**src/rtl/rename_pkg.sv**
```systemverilog
// Shared rename types: scheduler FSM encoding and table timing constants.
// Pure declarations; no logic, no latency, no flow control.
package rename_pkg;

    typedef enum logic [1:0] {
        IDLE   = 2'd0,
        DRAIN  = 2'd1,
        SETTLE = 2'd2,
        DONE   = 2'd3
    } rts_state_e;

    localparam int RTS_SETTLE_CYCLES  = 2;
    localparam int RTS_TBL_RD_LATENCY = 1;

endpackage

```
**src/rtl/rr_arbiter.sv**
```systemverilog
// Round-robin arbiter: grants the first requester after ptr_i, modulo NUM_WR.
// Combinational, zero latency; en_i low forces no grant.
module rr_arbiter #(
    parameter int NUM_WR = 2,
    parameter int IW     = (NUM_WR > 1) ? $clog2(NUM_WR) : 1
) (
    input  logic [NUM_WR-1:0] req_i,
    input  logic [IW-1:0]     ptr_i,
    input  logic              en_i,
    output logic [NUM_WR-1:0] gnt_o,
    output logic [IW-1:0]     idx_o
);

    always_comb begin
        int   j;
        logic found;
        j     = 0;
        found = 1'b0;
        gnt_o = '0;
        idx_o = '0;
        if (en_i) begin
            for (int i = 1; i <= NUM_WR; i++) begin
                j = (int'(ptr_i) + i) % NUM_WR;
                if (!found && req_i[j]) begin
                    found    = 1'b1;
                    gnt_o[j] = 1'b1;
                    idx_o    = IW'(j);
                end
            end
        end
    end

endmodule

```
**src/rtl/rename_table_scheduler.sv**
```systemverilog
// Shares the rename table's write port (round-robin) and read port, tracks occupancy, runs flush drain.
// Grants are combinational; table enables 1 cycle after grant, rd_valid 2 cycles after rd_gnt.
module rename_table_scheduler
    import rename_pkg::*;
#(
    parameter int DATA_WIDTH  = 8,
    parameter int TABLE_DEPTH = 4,
    parameter int NUM_WR      = 2,
    parameter int CW          = $clog2(TABLE_DEPTH + 1)
) (
    input  logic                         clk,
    input  logic                         reset_n,
    input  logic [NUM_WR-1:0]            wr_req,
    input  logic [NUM_WR*DATA_WIDTH-1:0] wr_data,
    output logic [NUM_WR-1:0]            wr_gnt,
    input  logic                         rd_req,
    output logic                         rd_gnt,
    output logic                         rd_valid,
    output logic [DATA_WIDTH-1:0]        rd_data,
    input  logic                         flush,
    output logic                         flush_busy,
    output logic                         flush_done,
    output logic [CW-1:0]                occupancy,
    output logic                         tbl_write_enable,
    output logic                         tbl_read_enable,
    output logic [DATA_WIDTH-1:0]        tbl_data_in,
    input  logic [DATA_WIDTH-1:0]        tbl_data_out
);

    localparam int IW      = (NUM_WR > 1) ? $clog2(NUM_WR) : 1;
    localparam int RD_PIPE = RTS_TBL_RD_LATENCY + 1;

    rts_state_e            state_q, state_d;
    logic [1:0]            settle_q, settle_d;
    logic [CW-1:0]         occ_q, occ_d;
    logic [IW-1:0]         rr_ptr_q;
    logic [RD_PIPE-1:0]    rd_pipe_q;
    logic                  tbl_we_q, tbl_re_q;
    logic [DATA_WIDTH-1:0] tbl_din_q;

    logic                  grant_ok;
    logic                  wr_any, rd_any, drain_rd;
    logic [NUM_WR-1:0]     arb_gnt;
    logic [IW-1:0]         arb_idx;

    // Flush request in IDLE pre-empts every grant in that same cycle.
    assign grant_ok = (state_q == IDLE) && !flush;
    assign drain_rd = (state_q == DRAIN) && (occ_q != '0);

    rr_arbiter #(.NUM_WR(NUM_WR), .IW(IW)) u_arb (
        .req_i (wr_req),
        .ptr_i (rr_ptr_q),
        .en_i  (grant_ok && (occ_q < CW'(TABLE_DEPTH))),
        .gnt_o (arb_gnt),
        .idx_o (arb_idx)
    );

    assign wr_gnt = arb_gnt;
    assign rd_gnt = grant_ok && rd_req && (occ_q != '0);
    assign wr_any = |arb_gnt;
    assign rd_any = rd_gnt || drain_rd;

    always_ff @(posedge clk or negedge reset_n) begin
        if (!reset_n) begin
            state_q  <= IDLE;
            settle_q <= '0;
        end else begin
            state_q  <= state_d;
            settle_q <= settle_d;
        end
    end

    always_comb begin
        state_d  = state_q;
        settle_d = settle_q;
        case (state_q)
            IDLE:   if (flush) state_d = DRAIN;
            DRAIN: begin
                // Leave once the last record is being read this cycle (or none remain).
                if (occ_q <= CW'(1)) begin
                    state_d  = SETTLE;
                    settle_d = '0;
                end
            end
            SETTLE: begin
                if (settle_q == 2'(RTS_SETTLE_CYCLES - 1)) state_d = DONE;
                else                                       settle_d = settle_q + 2'd1;
            end
            DONE:   state_d = IDLE;
            default: state_d = IDLE;
        endcase
    end

    always_comb begin
        flush_busy = (state_q != IDLE);
        flush_done = (state_q == DONE);
    end

    always_comb begin
        occ_d = occ_q;
        case ({wr_any, rd_any})
            2'b10:   occ_d = occ_q + CW'(1);
            2'b01:   occ_d = occ_q - CW'(1);
            default: occ_d = occ_q;
        endcase
    end

    always_ff @(posedge clk or negedge reset_n) begin
        if (!reset_n) begin
            occ_q     <= '0;
            rr_ptr_q  <= IW'(NUM_WR - 1);
            rd_pipe_q <= '0;
            tbl_we_q  <= 1'b0;
            tbl_re_q  <= 1'b0;
            tbl_din_q <= '0;
        end else begin
            occ_q     <= occ_d;
            rd_pipe_q <= {rd_pipe_q[RD_PIPE-2:0], rd_gnt};
            tbl_we_q  <= wr_any;
            tbl_re_q  <= rd_any;
            if (wr_any) begin
                rr_ptr_q  <= arb_idx;
                tbl_din_q <= wr_data[int'(arb_idx)*DATA_WIDTH +: DATA_WIDTH];
            end
        end
    end

    assign occupancy        = occ_q;
    assign tbl_write_enable = tbl_we_q;
    assign tbl_read_enable  = tbl_re_q;
    assign tbl_data_in      = tbl_din_q;
    assign rd_valid         = rd_pipe_q[RD_PIPE-1];
    // Table output is only meaningful for commit reads; drained data never reaches rd_data.
    assign rd_data          = rd_valid ? tbl_data_out : '0;

endmodule

```
**config.mk**
```make
export PLATFORM = sky130hd
export DESIGN_NAME = rename_table_scheduler
export DESIGN_NICKNAME = d
export VERILOG_FILES = /design/src/rtl/rename_pkg.sv /design/src/rtl/rr_arbiter.sv /design/src/rtl/rename_table_scheduler.sv
export SDC_FILE = /design/constraint.sdc
export NUM_CORES = 1
export LEC_CHECK = 0
export CORE_MARGIN = 1
export CORE_UTILIZATION = 35
export DETAILED_ROUTE_END_ITERATION = 6
export PLACE_DENSITY = 0.83
export SYNTH_ARGS = -nofsm -noshare
export SYNTH_HDL_FRONTEND = slang
export SYNTH_SLANG_ARGS = --single-unit
```
**constraint.sdc**
```tcl
create_clock -name clk -period 5.5 [get_ports clk]
set_input_delay 1.65 -clock clk [delete_from_list [all_inputs] [get_ports clk]]
set_output_delay 1.65 -clock clk [all_outputs]
set_load 0.005 [all_outputs]
```
After elaboration in Yosys (flattened, before gate mapping)
Index checks and enable logic that the tools add are counted.
W data, S select, Z words.
- add/sub/neg operators: 5
- magnitude comparators: 6
- eq/ne operators: 10
- shift operators: 1
- mux-type cells: 28
- bitwise operators: 3
- reduce and logical (&&, ||, !) cells: 19
- operators with widths (cell ; number):
    $mux W2 ; 9
    $shiftx A16 B5 Y8 ; 1
    $mux W1 ; 13
    $logic_and A1 B1 Y1 ; 8
    $mux W8 ; 1
    $pmux W2 S4 ; 1
    $eq A2 B1 Y1 const B ; 3
    $eq A2 B2 Y1 const B ; 3
    $lt A2 B3 Y1 const B ; 2
    $ne A2 B2 Y1 const B ; 3
    $pmux W3 S2 ; 1
    $reduce_and A3 Y1 ; 2
    $reduce_bool A2 Y1 ; 3
    $ge A2 B1 Y1 const B ; 2
    $pmux W2 S2 ; 1
    $add A3 B1 Y3 const B ; 1
    $le A3 B1 Y1 const B ; 1
    $lt A3 B3 Y1 const B ; 1
    $reduce_bool A3 Y1 ; 1
    $sub A3 B1 Y3 const B ; 1
    $add A1 B1 Y1 const B ; 2
    $add A2 B1 Y2 const B ; 1
    $and A1 B1 Y1 const A ; 2
    $demux W1 S1 ; 2
    6 further kinds ; 7
- register bits: 20
- input port bits: 30
- output and inout bits: 27
- logic and storage cells: 80

Logic depth before layout (Yosys ltp)
- word-level depth: 14
- gate-level depth with buffers: 9
- mapped depth without buffers: 8

Modules after synthesis
Synthesis repeated with hierarchy kept, for this count alone.
- cells, all modules: 110
- area, all modules: 1122.3 µm²
- by module, submodules not included (module ; instances ; cells an instance ; area an instance (µm²) ; seq. area each (µm²)):
    rename_table_scheduler ; 1 ; 104 ; 1096.1 ; 501.7
    rr_arbiter ; 1 ; 6 ; 26.3 ; 0.0

Worst setup path before layout
OpenSTA, ideal clock, no wires.
- path kind: input to output
- from: input port flush
- to: output port wr_gnt[1]
- data arrival time: 2211 ps
- required time: 3850 ps
- path slack: 1639 ps
- stages: 4
- path buffers: 1
- path through: nor3b_4 > nand3_2 > buf_6 > inv_1
- word-level cells in the longest chain between the ends: 4
- ends and longest elaborated chain (what ; RTL line ; text):
    from (decl) ; rename_table_scheduler.sv:20 ; input logic flush,
    $logic_not A1 Y1 ; rename_table_scheduler.sv:47 ; assign grant_ok = (state_q == IDLE) && !flush;
    $logic_and A1 B1 Y1 ; rename_table_scheduler.sv:47 ;
    $logic_and A1 B1 Y1 ; rename_table_scheduler.sv:53 ; .en_i (grant_ok && (occ_q < CW'(TABLE_DEPTH))),
    $mux W2 ; rr_arbiter.sv:21 ; if (en_i) begin
    to (decl) ; rename_table_scheduler.sv:15 ; output logic [NUM_WR-1:0] wr_gnt,
No other way between the ends.

Final worst setup path
- from: input port flush
- to: output port rd_gnt
- word-level cells in the longest chain between the ends: 4
- ends and longest elaborated chain (what ; RTL line ; text):
    $logic_not A1 Y1 ; rename_table_scheduler.sv:47 ;
    $logic_and A1 B1 Y1 ; rename_table_scheduler.sv:47 ;
    $logic_and A1 B1 Y1 (2 in series) ; rename_table_scheduler.sv:59 ; assign rd_gnt = grant_ok && rd_req && (occ_q != '0);
    to (decl) ; rename_table_scheduler.sv:17 ; output logic rd_gnt,
No other way between the ends.

==> metrics <==
run status complete, no violations; filler-free cell count of the finished design around 210; library cell occupying the most area in the post-synthesis netlist sky130_fd_sc_hd__dfrtp_1; gr ovfl total 0; uppermost layer routed met4; remaining routing DRC violations 0; fraction of synthesized cell area taken by the top area cell type 41.9%; post-CTS setup repair buffer count 0; number of gates given a new drive strength after cts 0; cells after synthesis ~110; cell area reported after detailed placement 0.00174 sq mm; CP Data Arrival Time 3170 ps; layout-stage area growth over the synthesis result 56.7%; share of final-layout standard cells stronger than drive strength 1 6.55%; RSZ-0062 raised after global routing no; Iter 0 DRT Violations 40; Max VDD drop about 280 uV; number of global-route vias before repair 976; number of antenna repair diodes 0; Floorplan Core Area between 0.003 and 0.004 sq mm; worst slew margin relative to its limit between 40% and 50%; first-pass GRT wire length between 4000 and 5000 um; synthesized-area fraction occupied by ao, oa, aoi and oai cells 12.0%; largest fanout on the critical path 3; root buffer cell sky130_fd_sc_hd__clkbuf_4; total nets after synthesis 150; clock sink total 20; H-tree lvl count 1; count of nets left with antenna violations after detail routing 0; via count normalized by instance count 4.76; cell type with the highest occurrence count on the critical path sky130_fd_sc_hd__clkdlybuf4s50_1; wire length on met3 178 um; static leakage 0.854 nW; full die area roughly 0.0035 sq mm; share of synthesized area spent on multiplexers 8.94%; delay-heaviest family, CP buffers and inverters; number of setup violations in the final report 0; path class of the lowest-slack min-delay path flip-flop to flip-flop; crit-path max cell delay 560 ps; syn_area_per_cell 10.4 sq um; CTS buffer count 3; number of antenna violations at the first check in global routing 0; vias after detailed routing a little over 1000; I/O Buffers 56; clock latency of the later-clocked register in the worst-skew pair around 300 ps; endpoint kind of the worst setup timing path output pin; combined flip-flop and latch cell area 502 sq um; adder and majority gate portion of the synthesized area 12.1%; most frequent standard cell in the layout excluding fill and tap cells sky130_fd_sc_hd__clkdlybuf4s50_1; M1 WL around 1100 um; post-synthesis instance area about 0.0011 sq mm; pre-CTS WS around 700 ps; number of buffers inserted by hold repair at cts 0; Final min period between 4000 and 5000 ps; total iterations of the first detailed-routing run 4; RD Place Congestion 0.770; area of the multi-input gates a little under 600 sq um; total instance count after detailed placement 208; clock input transition at the sequential cells of the worst setup and hold paths roughly 110 ps; sequential fraction of the synthesis area 44.3%; detailed-routed wire length on met2 about 1600 um; Die Span Y 58.9 um; top library cells by usage in the layout, fill and taps aside 56 x sky130_fd_sc_hd__clkdlybuf4s50_1, 19 x sky130_fd_sc_hd__dfrtp_1, 12 x sky130_fd_sc_hd__nand2_1; post-route design area approximately 0.0018 sq mm; required time worst endpoint 3850 ps; overall routed net length 2940 um; worst-path cell chain clkdlybuf4s50_1 > inv_1 > nand2_1 > nor3b_1 > clkdlybuf4s50_1; Simple-Gate Fraction of Synth Area 15.6%; Post-synth ARST share 100%; worst slew pin tran 878 ps; maximum number of pins on one net before global-route repair 21; net count reported at finish between 200 and 250; number of enable flip-flop cells after synthesis 0; highest clock frequency the design can meet roughly 210 MHz; Synthesis Warnings 0; clock tree from TritonCTS done; Detail Placement HPWL approximately 2400 um; fin. max-slew vios 0; prevailing post-synth register cell sky130_fd_sc_hd__dfrtp_1; cell type of the slowest stage on the worst timing path sky130_fd_sc_hd__clkdlybuf4s50_1; worst-case clock skew between 3 and 4 ps; routed wire length per instance 13.9 um; Power Density 432 mW/mm^2; combinational family with the most area after synthesis simple AND/OR/NAND/NOR gates; synthesized flop and latch total 20; number of filler cells placed in the layout 280; Total Routing Usage GR between 10% and 20%; number of failing hold endpoints at the final stage 0; initial core utilization 37.1%; critical path startpoint category input port; period utilisation layout between 80% and 90%; biggest area contributors in the synthesized netlist sky130_fd_sc_hd__dfrtp_1 42%, sky130_fd_sc_hd__ha_1 12%, sky130_fd_sc_hd__mux2i_1 7.9%; xor-xnor portion of the synthesized cell area 2.32%; sum of buffers and inverters on the critical path 3; Die X 58.9 um; standard-cell rows 20; total I/O pin count 57; Setup Crit Path Kind input port to output pin; synth unique cells 30; setup slack of the critical path after layout 677 ps; Post-Route Setup TNS 0 ps; Max Root-Sink Buffers 2; number of max-cap violations 0
==> cells in the mapped netlist (all sizes together) (2+ instances only) <==
cell type	instances
buf	2
ha	11
nor2	5
inv	10
a21oi	2
a31oi	2
nand3	2
nor3b	2
and2	8
nand2	12
dfrtp	19
mux2i	9
xnor2	2
o21ai	12
==> sequential cells by signal (all words and copies together) (netlist names) <==
name / flops
rd_pipe_q: 2
rr_ptr_q: 1
state_q: 2
settle_q: 2
occupancy: 3
tbl_data_in: 8
tbl_read_enable: 1
tbl_write_enable: 1
==> per-stage QoR <==
| stage | total power, mW | util (%) | hold WS (ps) |
|---|---|---|---|
| after CTS | 0.775 | 58.2 | 402 |
| after detailed placement | 0.685 | 57.0 | 365 |
| final | 0.767 | 58.2 | 388 |
| after floorplan | 0.482 | - | 331 |
| after global placement | 0.655 | 57.0 | 354 |
| after global routing | 0.823 | 58.2 | 404 |
==> cells by family after synthesis <==
kind of cell | Yosys count
buffers and inverters | 12
AO/OA/AOI/OAI | 21
multiplexers | 10
adder cells (fa/ha/maj) | 11
AND/OR/NAND/NOR | 32
XOR/XNOR | 3
flip-flops | 20
==> layout make-up <==
type                       count  area share [%]
multi-input combinational     77            32.5
timing repair buffer          57            32.0
tap                           44            3.10
inverter                      10            2.11
clock buffer                   4            2.04
sequential                    20            28.2
==> worst paths after layout <==
path / startpoint / endpoint / slack, ps / cells past startpoint
worst max register to register: state_q[0] / occupancy[2] / 3330 / 8
min in group asynchronous: reset_n / tbl_write_enable / 1830 / 1
worst min register to register: rd_pipe_q[0] / rd_pipe_q[1] / 390 / 0
max in group asynchronous: reset_n / tbl_read_enable / 3130 / 1
worst max-delay path: flush / rd_gnt / 680 / 5
worst min-delay path: rd_pipe_q[0] / rd_pipe_q[1] / 390 / 0
==> power breakdown <==
part,leakage (nW),internal (mW),switching (mW)
Clock,0.0210,0.0404,0.0440
Sequential,0.251,0.213,0.0549
Combinational,0.582,0.232,0.183
Total,0.854,0.485,0.281
==> layer usage <==
metal / global-route usage, % / vias to the layer above
met4: 5.78 / 0
met2: 33.6 / 36
met1: 18.7 / 485
li1: - / 484
met3: 4.18 / 4
met5: 0 / -
(Power assumes the default switching activity.)
